File: src/rtl/bcd_to_bin.sv
// ---------------------------------------------------------------------------
// bcd_to_bin
//   Sequential reverse-double-dabble converter. It turns a 4-digit packed BCD
//   value (0000-9999) into a 16-bit unsigned binary value.
//   It uses a one-strobe-in / one-pulse-out handshake.
//
//   Optional feature macro: BCD2BIN_DIGIT_CHECK_EN
//     When it is defined, LOAD rejects any nibble greater than 9. The FSM then
//     skips straight to DONE, which reports bin_out = 0 and dec_err = 1.
//     When it is undefined, no check is made and dec_err is tied to 0.
//
// Ports
//   clk                 in   1   system clock, rising edge
//   rst                 in   1   synchronous, active-high reset
//   dec_in              in  16   packed BCD {thousands, hundreds, tens, units}
//   data_from_dec_rcvd  in   1   start strobe, sampled in IDLE only
//   bin_out             out 16   conversion result, held until the next DONE
//   data_from_bin_trcvd out  1   one-clock done pulse
//   busy                out  1   high in every state other than IDLE
//   dec_err             out  1   invalid-digit flag (check feature only)
// ---------------------------------------------------------------------------
module bcd_to_bin (
  input  logic        clk,
  input  logic        rst,
  input  logic [15:0] dec_in,
  input  logic        data_from_dec_rcvd,
  output logic [15:0] bin_out,
  output logic        data_from_bin_trcvd,
  output logic        busy,
  output logic        dec_err
);

  typedef enum logic [2:0] {
    IDLE  = 3'd0,
    LOAD  = 3'd1,
    SHIFT = 3'd2,
    SUB   = 3'd3,
    DONE  = 3'd4
  } state_t;

  state_t      state, state_nx;
  logic [15:0] bcd;
  logic [15:0] bin;
  logic [4:0]  i;
  logic        load_bad;

  // Per-nibble correction that undoes the doubling: any nibble >= 8 loses 3.
  // Each nibble wraps on its own; no borrow crosses nibble boundaries.
  function automatic logic [15:0] sub3(input logic [15:0] v);
    logic [15:0] r;
    logic [3:0]  n;
    r = v;
    for (int k = 0; k < 4; k++) begin
      n = v[4*k +: 4];
      r[4*k +: 4] = (n >= 4'd8) ? n - 4'd3 : n;
    end
    return r;
  endfunction

`ifdef BCD2BIN_DIGIT_CHECK_EN
  logic err_q;

  function automatic logic has_bad_digit(input logic [15:0] v);
    logic bad;
    bad = 1'b0;
    for (int k = 0; k < 4; k++)
      if (v[4*k +: 4] > 4'd9) bad = 1'b1;
    return bad;
  endfunction

  assign load_bad = has_bad_digit(dec_in);
`else
  assign load_bad = 1'b0;
  assign dec_err  = 1'b0;
`endif

  // Next-state logic.
  // NOTE: assigning the default first keeps every path covered, so no latch is inferred.
  always_comb begin
    state_nx = state;
    case (state)
      IDLE:    if (data_from_dec_rcvd) state_nx = LOAD;
      LOAD:    state_nx = load_bad ? DONE : SHIFT;
      SHIFT:   state_nx = SUB;
      SUB:     state_nx = (i == 5'd16) ? DONE : SHIFT;
      DONE:    state_nx = IDLE;
      default: state_nx = IDLE;
    endcase
  end

  // State, datapath and registered outputs.
  // NOTE: non-blocking assignments let every register see the pre-edge values of the others.
  always_ff @(posedge clk) begin
    if (rst) begin
      state               <= IDLE;
      bcd                 <= '0;
      bin                 <= '0;
      i                   <= '0;
      bin_out             <= '0;
      data_from_bin_trcvd <= 1'b0;
      busy                <= 1'b0;
`ifdef BCD2BIN_DIGIT_CHECK_EN
      err_q               <= 1'b0;
      dec_err             <= 1'b0;
`endif
    end else begin
      state               <= state_nx;
      // busy is registered from the next state, so it tracks state != IDLE.
      busy                <= (state_nx != IDLE);
      data_from_bin_trcvd <= (state == DONE);

      case (state)
        LOAD: begin
          bcd <= dec_in;
          bin <= '0;
          i   <= '0;
`ifdef BCD2BIN_DIGIT_CHECK_EN
          err_q <= load_bad;
`endif
        end
        SHIFT: begin
          // 32-bit right shift of {bcd, bin}: bcd[0] moves into bin[15].
          {bcd, bin} <= {1'b0, bcd, bin[15:1]};
          i          <= i + 5'd1;
        end
        SUB: begin
          bcd <= sub3(bcd);
        end
        DONE: begin
          i <= '0;
`ifdef BCD2BIN_DIGIT_CHECK_EN
          bin_out <= err_q ? 16'h0000 : bin;
          dec_err <= err_q;
`else
          bin_out <= bin;
`endif
        end
        default: ;
      endcase
    end
  end

endmodule

File: config.mk
export PLATFORM = sky130hd
export DESIGN_NAME = bcd_to_bin
export DESIGN_NICKNAME = d
export VERILOG_FILES = /design/src/rtl/bcd_to_bin.sv
export SDC_FILE = /design/constraint.sdc
export NUM_CORES = 1
export LEC_CHECK = 0
export CAP_MARGIN = 25
export CELL_PAD_IN_SITES_DETAIL_PLACEMENT = 1
export CELL_PAD_IN_SITES_GLOBAL_PLACEMENT = 1
export CORE_ASPECT_RATIO = 0.6
export CORE_MARGIN = 2
export CORE_UTILIZATION = 40
export DETAILED_ROUTE_END_ITERATION = 7
export PLACE_DENSITY = 0.8
export SYNTH_ARGS = -nofsm -noshare
export SYNTH_HDL_FRONTEND = slang
export SYNTH_SLANG_ARGS = --single-unit
File: constraint.sdc
create_clock -name clk -period 1.65 [get_ports clk]
set_input_delay 0.4125 -clock clk [delete_from_list [all_inputs] [get_ports clk]]
set_output_delay 0.4125 -clock clk [all_outputs]
set_load 0.05 [all_outputs]
---- Word-level counts from Yosys, hierarchy flattened ----
Index checks and enable logic that the tools add are counted.
W data, S select, Z words.
word-level totals
  memory bits (writable) .................. 0
  bits in latches ......................... 0
  input port bits ......................... 19
  output and inout port bits .............. 19
  memories ................................ 0
  word-level logic and storage cells ...... 48
  bits in read-only memories .............. 0
  register bits ........................... 58
cells by class
  order comparisons ....................... 4
  eq/ne operators ......................... 9
  multiplexer cells ....................... 10
  multipliers ............................. 0
  reductions and logical operators ........ 10
  add/sub/neg operators ................... 5
  div/mod/pow operators ................... 0
  shift-type cells ........................ 0
  bitwise operators ....................... 0
operators by type and width
  cell                   number
  $pmux W16 S3           1
  $pmux W16 S2           1
  $ge A4 B4 Y1 const B   4
  $mux W4                4
  $sub A4 B2 Y4 const B  4
  $pmux W3 S4            1
  $pmux W5 S2            1
  $ne A2 B2 Y1 const B   4
  $reduce_and A2 Y1      4
  $eq A3 B2 Y1 const B   2
  $mux W3                2
  $reduce_bool A3 Y1     2
  $add A5 B1 Y5 const B  1
  $eq A5 B5 Y1 const B   1
  $reduce_bool A2 Y1     2
  $eq A3 B1 Y1 const B   1
  $eq A3 B3 Y1 const B   1
  $logic_not A3 Y1       1
  $reduce_or A2 Y1       1

---- Depth between registers and ports, before layout ----
Gate-level depths: netlist of the first run.
  word-level depth ........................ 4
  mapped depth ............................ 7
  gate-level depth less buffers ........... 5

---- Worst setup path after synthesis of the first run ----
No wires, ideal clock.
  kind .................................... reg-to-reg
  start point ............................. reg state[1]
  end point ............................... reg bcd[2]
  data required time ...................... 1.518 ns
  arrival ................................. 1.287 ns
  slack ................................... 0.231 ns
  buffers on the path ..................... 2
  clock period less this slack ............ 1.419 ns
  stages on the path, launching flop included .. 7
  library setup time ...................... 0.132 ns
  cells stage by stage .................... dfxtp_1 buf_4 and2b_1 and2_1 buf_4 a221oi_1 o32ai_1
on the way
  cells in the longest elaborated chain, start to end .. 3
ends and longest elaborated chain
  item                                                                 RTL line  text
  start, declared                                                      41        state_t state, state_nx;
  start signal, assigned                                               107       state <= state_nx;
  $eq A3 B2 Y1 / $eq A3 B1 Y1 (equally long branches)                  112       case (state)
  $ne A2 B2 Y1 (no line) / $reduce_bool A3 Y1 (equally long branches)  -
  $reduce_and A2 Y1 (no line)                                          -
  end signal, assigned                                                 114       bcd <= dec_in;
  end signal, assigned                                                 123       {bcd, bin} <= {1'b0, bcd, bin[15:1]};
  end signal, assigned                                                 127       bcd <= sub3(bcd);
  end, declared                                                        42        logic [15:0] bcd;
Several ways; a longest one is shown, not always the timed one.
A chain may end at the register's enable or synchronous reset.

---- Final worst setup path of the first run ----
  start point ............................. reg state[2]
  end point ............................... reg bcd[12]
Same word-level chain as after synthesis.

==> flow_summary.json, run 1 <==
{
  "io_pins": 38,
  "place_inst": 444,
  "fin_cells": 459,
  "outcome": "finished, final reports clean",
  "dpl_worst_slack_ps": 67.6,
  "grt_util_all_layers_pct": 20.8,
  "nets": 397,
  "fp-row-count": 23,
  "grt_pass1_vias": 2356,
  "max_freq_ghz": 0.651,
  "critPathMostFrequentCell": "buf_4",
  "grt_first_pass_wirelength_um": 11600,
  "fp.dieW_um": 110,
  "p_leak_nw": 1.29,
  "synthCells": 327,
  "max_stage_delay_ps": 350,
  "path_cells": "buf_4, o21ba_2, o21ai_1, buf_4, a211o_1, a21oi_1",
  "wl_per_cell_um": 15.3,
  "crit_slowest_cell": "dfxtp_1",
  "cts.sinks": 58,
  "cts_tree": "done",
  "cp_top_family": "compound AO/OA/AOI/OAI gates",
  "synth-seq-cells": 58,
  "syn_avg_cell_area_um2": 8.22,
  "start_util_pct": 40.8,
  "rsz0062_at_grt": "no",
  "die_area_um2": 7410,
  "design_area_um2": 3510,
  "synth_top_area_share_pct": 43.2,
  "period_share_pct": 93.1,
  "place_area_um2": 3320,
  "timing.final.ws_setup_ps": 114,
  "yosysTopAreaCell": "dfxtp_1",
  "crit_path_end_kind": "flop",
  "cp.arrival_ps": 1810,
  "drc": 0,
  "synth_nets": 356,
  "cp.buffers_inverters": 2,
  "peakVddDrop_uv": 386,
  "path_class": "flop to flop",
  "netlist_area_um2": 2690,
  "crit_fanout": 11,
  "gr-total-overflow": 0,
  "clockBufferDepth": 2,
  "num_antenna_cells": 0,
  "layout-area-overhead-vs-synth_pct": 30.8,
  "hold_buffers": 0,
  "slew_headroom_pct": 58.6,
  "synthDistinctLibCells": 36,
  "insertion_delay_ps": 340,
  "min_path_type": "flop to flop",
  "grt_max_degree": 30,
  "setup_viol": 0,
  "finalWirelength_um": 7040,
  "vias": 2430,
  "cp-start-kind": "flop",
  "cts-buffers-inserted": 9,
  "drt_iter0_drc": 88,
  "cts_htree_levels": 3,
  "cts_root_buffer": "clkbuf_8",
  "critical_path_required_ps": 1920,
  "synthTopCellsByArea": "dfxtp_1 (43%), a21oi_1 (7.6%), nand2_1 (7.1%), nor2_1 (4.8%), ha_1 (4.7%)",
  "antenna_found_initial": 0,
  "tightest_slew_ps": 621,
  "core_area_um2": 6590,
  "fp.dieH_um": 67.5,
  "drv_slew": 0,
  "port_buffers": 36,
  "dpl.hpwl_um": 4930,
  "yosys_warnings": 0,
  "viasPerCell": 5.29,
  "powerDensity_nw_per_um2": 902,
  "cts_setup_buffers": 0,
  "hold_violations": 0,
  "firstDrtPassIters": 4,
  "fin_setup_tns_ps": 0,
  "drive_gt1_share_pct": 16.7,
  "cap_violations": 0,
  "gp_congestion": 0.758,
  "yosysSeqAreaShare_pct": 43.2,
  "post-route-util_pct": 53.3,
  "antenna_left": 0,
  "fin_skew_ps": 6.72,
  "period_needed_ps": 1540,
  "clk_pin_slew_ps": 60
}
-- per-stage QoR --
stage               hold slack, ps  power [mW]
detailed placement             448        2.03
floorplan                      432        1.86
global placement               447        2.00
global route                   493        3.33
finish                         460        3.17
CTS                            465        3.19
-- kinds of logic (layout without fill, tap and decap cells) --
family                   after synthesis  in the layout  share of synthesized area [%]
AO/OA/AOI/OAI                         87             87                           20.8
XOR/XNOR                               2              2                          0.652
adder cells (fa/ha/maj)               10             10                           4.66
buffers and inverters                 35             80                           6.05
flip-flops                            58             58                           43.2
multiplexers                           8              8                           2.98
other                                  1              1                          0.140
AND/OR/NAND/NOR                      126            126                           21.5
-- worst reg2reg max path: stages (launching register included) --
cell     delay [ps]
dfxtp_1         350
buf_4           200
o21ba_2         310
o21ai_1         100
buf_4           170
a211o_1         220
a21oi_1         110
-- synthesized netlist by cell type --
cell type and count:
a21oi_1 41, nand4b_1 2, a221oi_1 4, nor4_1 6, dfxtp_1 58, a22oi_1 16, or3_1 1, nand2_1 51
o21ba_2 1, o21ai_1 4, a2bb2oi_1 3, buf_4 4, inv_1 12, nor2_1 34, and2_1 2, a311oi_1 1
conb_1 1, and2b_1 1, nor2b_1 1, buf_6 1, nor2_2 2, buf_2 7, ha_1 10, a31oi_1 2
nand2b_1 11, clkbuf_1 10, nor3b_1 5, or2_2 1, o32ai_1 4, xor2_1 2, o21ai_0 3, a211o_1 8
and2_0 1, nor3_1 8, buf_1 1, mux2i_1 8
-- layout make-up --
| class | instances | area [um2] |
|---|---|---|
| repair buffers | 53 | 638 |
| inverters | 12 | 45.0 |
| clock buffers | 12 | 155 |
| well taps | 87 | 109 |
| flip-flops and latches | 58 | 1160 |
| fillers | 772 | 3080 |
| clock inverters | 3 | 15.0 |
| multi-input cells | 234 | 1390 |
-- routing by layer --
metal | vias up | track usage (%) | wire (um) | part of all wire [%]
met5 | - | 0 | 0 | 0
met4 | 0 | 7.12 | 91 | 1.3
met3 | 12 | 7.14 | 369 | 5.2
met2 | 45 | 30.6 | 3060 | 43
met1 | 1157 | 28.3 | 3520 | 50
li1 | 1216 | - | - | -
-- state kept, by name (all words and copies together) (netlist names) --
name                 cells
bcd                     16
bin                     16
bin_out                 16
i                        5
state                    3
busy                     1
data_from_bin_trcvd      1
-- power breakdown --
| group | internal [mW] | switching, mW |
|---|---|---|
| Sequential | 1.45 | 0.0720 |
| Combinational | 0.216 | 0.270 |
| Clock | 0.610 | 0.549 |
-- timing repair --
item / 4_1_cts / 5_1_grt
resized for setup: 0 / 8
setup endpoints to repair: 0 / 29
hold endpoints to repair: 0 / 0
-- final timing paths --
path | cells past startpoint | slack [ps] | startpoint | end
worst max register to register | 6 | 110 | state[2] | bcd[12]
worst min register to register | 2 | 460 | bin_out[3] | bin_out[3]
worst max-delay path | 6 | 110 | state[2] | bcd[12]
worst min-delay path | 2 | 460 | bin_out[3] | bin_out[3]
-- cells in the final DEF, fill, tap and decap left out, types with 2 or more instances in the layout --
cell type        instances
nand2_1                 51
o21ai_0                  3
a22oi_1                 16
clkbuf_8                11
buf_12                  16
inv_1                   12
o21ai_2                  2
clkinv_2                 3
a211o_1                  8
nor4_1                   5
buf_4                   19
mux2i_1                  8
ha_1                    10
nor3_1                   8
nor2_2                   2
a221oi_1                 4
o32ai_1                  4
dfxtp_2                  2
a31oi_1                  2
nand2b_1                10
nand4b_1                 2
a2bb2oi_1                3
a21oi_1                 41
o21ai_1                  2
and2_1                   2
dfxtp_1                 56
nor2_1                  34
clkdlybuf4s50_1         17
nor3b_1                  5
Note: power is estimated with default switching activity, not from simulation.
==> inputs of run 2 (changes only) <==
--- a/config.mk
+++ b/config.mk
@@ -13,6 +13,7 @@
 export CORE_UTILIZATION = 40
 export DETAILED_ROUTE_END_ITERATION = 7
 export PLACE_DENSITY = 0.8
+export SLEW_MARGIN = 15
 export SYNTH_ARGS = -nofsm -noshare
 export SYNTH_HDL_FRONTEND = slang
 export SYNTH_SLANG_ARGS = --single-unit
==> results of run 2 <==
Same layout as run 1: the final DEF is identical, and so are final timing and power.
==> inputs of run 3 (changes only) <==
--- a/config.mk
+++ b/config.mk
@@ -12,6 +12,7 @@
 export CORE_MARGIN = 2
 export CORE_UTILIZATION = 40
 export DETAILED_ROUTE_END_ITERATION = 7
+export HOLD_SLACK_MARGIN = 0.03
 export PLACE_DENSITY = 0.8
 export SLEW_MARGIN = 15
 export SYNTH_ARGS = -nofsm -noshare
==> results of run 3 <==
Same layout as run 1: the final DEF is identical, and so are final timing and power.
